==> src/rtl/arm_mc_pkg.sv <==
// rtl/arm_mc_pkg.sv - shared types and constants for the multicycle ARM controller
package arm_mc_pkg;

  typedef enum logic [3:0] {
    COND_EQ = 4'b0000,
    COND_NE = 4'b0001,
    COND_CS = 4'b0010,
    COND_CC = 4'b0011,
    COND_MI = 4'b0100,
    COND_PL = 4'b0101,
    COND_VS = 4'b0110,
    COND_VC = 4'b0111,
    COND_HI = 4'b1000,
    COND_LS = 4'b1001,
    COND_GE = 4'b1010,
    COND_LT = 4'b1011,
    COND_GT = 4'b1100,
    COND_LE = 4'b1101,
    COND_AL = 4'b1110,
    COND_NV = 4'b1111
  } cond_t;

  localparam int FLAG_N = 3;
  localparam int FLAG_Z = 2;
  localparam int FLAG_C = 1;
  localparam int FLAG_V = 0;

endpackage

==> src/rtl/cond_check.sv <==
// rtl/cond_check.sv - combinational ARM condition-field evaluation against NZCV
module cond_check
  import arm_mc_pkg::*;
(
  input  logic [3:0] cond_i,
  input  logic [3:0] flags_i,
  output logic       cond_ex_o
);

  logic n, z, c, v;

  assign n = flags_i[FLAG_N];
  assign z = flags_i[FLAG_Z];
  assign c = flags_i[FLAG_C];
  assign v = flags_i[FLAG_V];

  // NV falls through to the default so it never executes.
  always_comb begin
    cond_ex_o = 1'b0;
    case (cond_t'(cond_i))
      COND_EQ: cond_ex_o = z;
      COND_NE: cond_ex_o = ~z;
      COND_CS: cond_ex_o = c;
      COND_CC: cond_ex_o = ~c;
      COND_MI: cond_ex_o = n;
      COND_PL: cond_ex_o = ~n;
      COND_VS: cond_ex_o = v;
      COND_VC: cond_ex_o = ~v;
      COND_HI: cond_ex_o = c & ~z;
      COND_LS: cond_ex_o = ~c | z;
      COND_GE: cond_ex_o = (n == v);
      COND_LT: cond_ex_o = (n != v);
      COND_GT: cond_ex_o = ~z & (n == v);
      COND_LE: cond_ex_o = z | (n != v);
      COND_AL: cond_ex_o = 1'b1;
      default: cond_ex_o = 1'b0;
    endcase
  end

endmodule

==> src/rtl/mc_condlogic.sv <==
// rtl/mc_condlogic.sv - NZCV flags, registered condition result and write-strobe gating
module mc_condlogic
  import arm_mc_pkg::*;
(
  input  logic       clk,
  input  logic       reset,
  input  logic [3:0] Cond,
  input  logic [3:0] ALUFlags,
  input  logic [1:0] FlagW,
  input  logic       PCS,
  input  logic       NextPC,
  input  logic       RegW,
  input  logic       MemW,
  output logic       PCWrite,
  output logic       RegWrite,
  output logic       MemWrite,
  output logic [3:0] Flags,
  output logic       CondEx
);

  logic [3:0] flags_q, flags_d;
  logic       cond_ex_delayed_q;

  cond_check u_cond_check (
    .cond_i    (Cond),
    .flags_i   (flags_q),
    .cond_ex_o (CondEx)
  );

  // N,Z and C,V halves update independently, both gated by this cycle's condition.
  always_comb begin
    flags_d = flags_q;
    if (FlagW[1] & CondEx) flags_d[FLAG_N:FLAG_Z] = ALUFlags[FLAG_N:FLAG_Z];
    if (FlagW[0] & CondEx) flags_d[FLAG_C:FLAG_V] = ALUFlags[FLAG_C:FLAG_V];
  end

  always_ff @(posedge clk or posedge reset) begin
    if (reset) begin
      flags_q           <= 4'b0000;
      cond_ex_delayed_q <= 1'b0;
    end else begin
      flags_q           <= flags_d;
      cond_ex_delayed_q <= CondEx;
    end
  end

  assign PCWrite  = NextPC | (PCS & cond_ex_delayed_q);
  assign RegWrite = RegW & cond_ex_delayed_q;
  assign MemWrite = MemW & cond_ex_delayed_q;
  assign Flags    = flags_q;

endmodule

==> config.mk <==
export PLATFORM = sky130hd
export DESIGN_NAME = mc_condlogic
export DESIGN_NICKNAME = d
export VERILOG_FILES = /design/src/rtl/arm_mc_pkg.sv /design/src/rtl/cond_check.sv /design/src/rtl/mc_condlogic.sv
export SDC_FILE = /design/constraint.sdc
export NUM_CORES = 1
export LEC_CHECK = 0
export CAP_MARGIN = 20
export CORE_AREA = 3 3 40 42
export CTS_CLUSTER_DIAMETER = 50
export DETAILED_ROUTE_END_ITERATION = 10
export DIE_AREA = 0 0 43 45
export PLACE_DENSITY = 0.74
export SLEW_MARGIN = 20
export SYNTH_ARGS = -nofsm -noshare
export SYNTH_HDL_FRONTEND = slang
export SYNTH_HIERARCHICAL = 1
export SYNTH_SLANG_ARGS = --single-unit
==> constraint.sdc <==
create_clock -name clk -period 3.15 [get_ports clk]
set_input_delay 0.7875 -clock clk [delete_from_list [all_inputs] [get_ports clk]]
set_output_delay 0.7875 -clock clk [all_outputs]
set_load 0.01 [all_outputs]
==> impl_results.html <==
<table>
<tr><th>Metric</th><th>Value</th></tr>
<tr><th colspan="2">Clocking</th></tr>
<tr><td>Clock transition at path regs</td><td>about 0.040 ns</td></tr>
<tr><td>Number of CTS-inserted buffers</td><td>3</td></tr>
<tr><td>Clock tree from TritonCTS</td><td>built</td></tr>
<tr><td>Worst-Skew Late Latency</td><td>0.24 ns</td></tr>
<tr><td>Setup bufs post-CTS</td><td>0</td></tr>
<tr><td>Cts hold-fix bufs</td><td>0</td></tr>
<tr><td>Clock tree sinks</td><td>5</td></tr>
<tr><td>Number of buffers between clock root and the deepest sink</td><td>2</td></tr>
<tr><td>H-tree level count</td><td>1</td></tr>
<tr><td>Clock Root Buffer</td><td>sky130_fd_sc_hd__clkbuf_4</td></tr>
<tr><td>Gates resized, CTS repair</td><td>7</td></tr>
<tr><th colspan="2">Drt</th></tr>
<tr><td>First-pass DRT Iterations</td><td>4</td></tr>
<tr><td>Detailed-route wire length per cell</td><td>roughly 12 um</td></tr>
<tr><td>Number of nets with antenna violations after detailed routing</td><td>0</td></tr>
<tr><td>Initial DRC Count</td><td>12</td></tr>
<tr><td>Routed via count</td><td>444</td></tr>
<tr><td>Vias per inst</td><td>4.93</td></tr>
<tr><td>Routed Wire Length</td><td>around 1.1 mm</td></tr>
<tr><td>Count of unresolved DRC violations after routing</td><td>0</td></tr>
<tr><th colspan="2">Layout</th></tr>
<tr><td>Proportion of layout cells with a drive suffix above 1</td><td>22.7%</td></tr>
<tr><td>Multi-input gate area in the final layout</td><td>258 um^2</td></tr>
<tr><td>Total number of nets in the final design</td><td>92</td></tr>
<tr><td>Seq. cell area</td><td>125 um^2</td></tr>
<tr><td>Final standard cell count with taps included and fillers excluded</td><td>90</td></tr>
<tr><td>Signed area change from the synthesized netlist to the final layout</td><td>79.7%</td></tr>
<tr><td>Layout fillers</td><td>123</td></tr>
<tr><td>Antenna diodes</td><td>0</td></tr>
<tr><th colspan="2">Yosys</th></tr>
<tr><td>Register bit count reported by yosys</td><td>5</td></tr>
<tr><td>Post-synthesis cell type count</td><td>25</td></tr>
<tr><td>Post-synth net total</td><td>slightly below 60</td></tr>
<tr><td>Sequential area share after synthesis</td><td>31.6%</td></tr>
<tr><td>Post-synthesis average cell area</td><td>roughly 9.2 um^2</td></tr>
<tr><td>Post-Syn Area</td><td>395 um^2</td></tr>
<tr><td>Warnings, synthesis</td><td>6</td></tr>
<tr><td>Cell count after synthesis</td><td>43</td></tr>
<tr><th colspan="2">Min path</th></tr>
<tr><td>Type of the tightest min-delay check</td><td>register to register</td></tr>
<tr><td>Hold Crit Start</td><td>Flags[1]$_DFFE_PP0P_</td></tr>
<tr><th colspan="2">STA</th></tr>
<tr><td>Worst path setup slack after routing</td><td>0.158 ns</td></tr>
<tr><td>RSZ-0062 raised after global routing</td><td>no</td></tr>
<tr><td>Portion of the clock cycle consumed by the worst path in the final layout</td><td>95.0%</td></tr>
<tr><td>Relative max-transition margin</td><td>82.3%</td></tr>
<tr><td>Transition at the pin with the smallest max-transition slack</td><td>0.266 ns</td></tr>
<tr><td>Clock period minus final worst setup slack</td><td>2.99 ns</td></tr>
<tr><td>Setup Skew</td><td>0.00156 ns</td></tr>
<tr><td>Worst hold-check slack</td><td>about 0.6 ns</td></tr>
<tr><td>Final max-slew violation count</td><td>0</td></tr>
<tr><td>Highest clock rate</td><td>about 0.33 GHz</td></tr>
<tr><td>Final-report hold violation count</td><td>0</td></tr>
<tr><td>Count of endpoints failing setup in the final report</td><td>0</td></tr>
<tr><td>Sum Neg Setup Slack</td><td>0 ns</td></tr>
<tr><th colspan="2">Critical path</th></tr>
<tr><td>Crit Path Max Fanout</td><td>6</td></tr>
<tr><td>CP Capture Type</td><td>output port</td></tr>
<tr><td>Startpoint kind of the worst setup timing path</td><td>input port</td></tr>
<tr><td>Worst EP required</td><td>2.36 ns</td></tr>
<tr><td>Worst setup startpoint</td><td>Cond[2]</td></tr>
<tr><td>Kind of critical path</td><td>input port to output port</td></tr>
<tr><td>Crit path arrival time</td><td>~2.2 ns</td></tr>
<tr><td>Start of the worst register-to-register path</td><td>Flags[3]$_DFFE_PP0P_</td></tr>
<tr><th colspan="2">Pwr</th></tr>
<tr><td>Total power</td><td>slightly below 400 uW</td></tr>
<tr><td>P_leak</td><td>0.000312 uW</td></tr>
<tr><td>Power per standard cell area</td><td>543 nW/um^2</td></tr>
<tr><td>IR drop worst, VDD</td><td>0.000308 V</td></tr>
<tr><th colspan="2">Flow run</th></tr>
<tr><td>Maximum capacitance violations</td><td>0</td></tr>
<tr><th colspan="2">GRT</th></tr>
<tr><td>First-pass GRT wire length</td><td>around 1.8 mm</td></tr>
<tr><td>Total grt overflow</td><td>0</td></tr>
<tr><td>Maximum number of pins on one net before global-route repair</td><td>8</td></tr>
<tr><td>Number of antenna violations at the first check in global routing</td><td>0</td></tr>
<tr><td>GRT Overall Usage</td><td>12.7%</td></tr>
<tr><td>Vias in the first global route</td><td>454</td></tr>
<tr><th colspan="2">Die</th></tr>
<tr><td>Number of placement rows</td><td>13</td></tr>
<tr><td>Area of the die</td><td>1940 um^2</td></tr>
<tr><td>Die Width</td><td>43 um</td></tr>
<tr><td>Effective utilization at floorplan</td><td>30.8%</td></tr>
<tr><td>Area of the core</td><td>1280 um^2</td></tr>
<tr><td>I/O pins</td><td>24</td></tr>
<tr><td>Die height</td><td>between 40 and 50 um</td></tr>
<tr><th colspan="2">Run status</th></tr>
<tr><td>Run status</td><td>finished, final reports clean</td></tr>
<tr><th colspan="2">Placement</th></tr>
<tr><td>Number of cells in the design after placement</td><td>86</td></tr>
<tr><td>Global placer's final weighted congestion</td><td>0.765</td></tr>
<tr><td>HPWL after DPL</td><td>947 um</td></tr>
<tr><td>IO buf count</td><td>23</td></tr>
<tr><td>Post-placement worst setup slack</td><td>-0.395 ns</td></tr>
</table>
kinds of logic (layout without fill, tap and decap cells):
kind of cell,count (synthesis),in the layout,share of synthesized area (%)
buffers and inverters,3,35,3.16
and+or+nand+nor,16,16,22.2
DFF,5,5,31.6
AOI/OAI and AO/OA,12,12,21.5
muxes,5,5,15.2
xor gates and xnor gates,2,2,6.33
flip-flops by register name, summed over array words and instances, names as in the netlist:
name / flops
cond_ex_delayed_q: 1
Flags: 4
where the power goes:
| part | switching, uW | internal [uW] |
|---|---|---|
| clock network | 25.6 | 47.8 |
| logic | 69.8 | 121 |
| registers | 35.8 | 85.4 |
routing by layer:
| layer | global-route usage (%) | part of all wire [%] | vias up |
|---|---|---|---|
| met5 | 0 | 0 | - |
| met1 | 12.7 | 41 | 203 |
| li1 | - | - | 223 |
| met3 | 2.39 | 5.4 | 2 |
| met2 | 23.7 | 53 | 16 |
| met4 | 9.04 | 0.45 | 0 |
stage by stage:
step	utilization, %	cell area (um^2)
after global placement	53.6	688
after CTS	55.3	711
after floorplan	-	395
final	55.3	711
after detailed placement	53.6	688
after global routing	55.3	711
layout by cell type (no fill, tap or decap), types with 2 or more instances in the layout:
| master | count |
|---|---|
| sky130_fd_sc_hd__mux2_2 | 4 |
| sky130_fd_sc_hd__a21oi_1 | 3 |
| sky130_fd_sc_hd__and2_1 | 2 |
| sky130_fd_sc_hd__buf_4 | 7 |
| sky130_fd_sc_hd__nand2_1 | 4 |
| sky130_fd_sc_hd__clkdlybuf4s50_1 | 18 |
| sky130_fd_sc_hd__dfrtp_1 | 5 |
| sky130_fd_sc_hd__nor3_1 | 2 |
| sky130_fd_sc_hd__nand2b_1 | 2 |
| sky130_fd_sc_hd__nor2_1 | 2 |
| sky130_fd_sc_hd__clkbuf_4 | 3 |
| sky130_fd_sc_hd__dlygate4sd2_1 | 4 |
| sky130_fd_sc_hd__a211o_1 | 2 |
| sky130_fd_sc_hd__o211ai_1 | 2 |
final timing paths:
kind / end / slack (ns) / cells past startpoint
worst max-delay path: CondEx / 0.16 / 6
worst min-delay path: Flags[1]$_DFFE_PP0P_ / 0.61 / 1
worst max register to register: Flags[0]$_DFFE_PP0P_ / 1.07 / 7
worst min register to register: Flags[1]$_DFFE_PP0P_ / 0.61 / 1
max in group asynchronous: Flags[2]$_DFFE_PP0P_ / 2.23 / 2
min in group asynchronous: Flags[1]$_DFFE_PP0P_ / 0.75 / 2
worst max-delay path, cell delays in order:
cell	delay (ns)
sky130_fd_sc_hd__clkdlybuf4s15_2	0.23
sky130_fd_sc_hd__mux2_4	0.30
sky130_fd_sc_hd__a21oi_1	0.15
sky130_fd_sc_hd__o211ai_1	0.11
sky130_fd_sc_hd__a211o_1	0.33
sky130_fd_sc_hd__dlygate4sd2_1	0.29
Yosys cell counts (all sizes together):
cell / number / area (um^2)
nand2b: 2 / 12.5
o22ai: 1 / 6.26
clkbuf: 1 / 3.75
nor2b: 1 / 6.26
a21o: 1 / 7.51
buf: 1 / 5.00
o31ai: 1 / 7.51
o211ai: 2 / 15.0
a21oi: 3 / 15.0
xnor2: 1 / 16.3
nor3b: 1 / 7.51
nand2: 4 / 15.0
dfrtp: 5 / 125
and2: 2 / 12.5
inv: 1 / 3.75
and3b: 1 / 8.76
nor2: 2 / 7.51
a211o: 2 / 17.5
xor2: 1 / 8.76
a221oi: 1 / 8.76
or2b: 1 / 7.51
nor3: 2 / 10.0
a22oi: 1 / 7.51
mux2: 5 / 60.1
layout make-up:
class	count	share of cell area [%]
well taps	15	2.64
repair buffers	30	39.3
flip-flops and latches	5	17.6
multi-input cells	35	36.3
inverters	1	0.528
clock buffers	4	3.70
(Power assumes the default switching activity.)
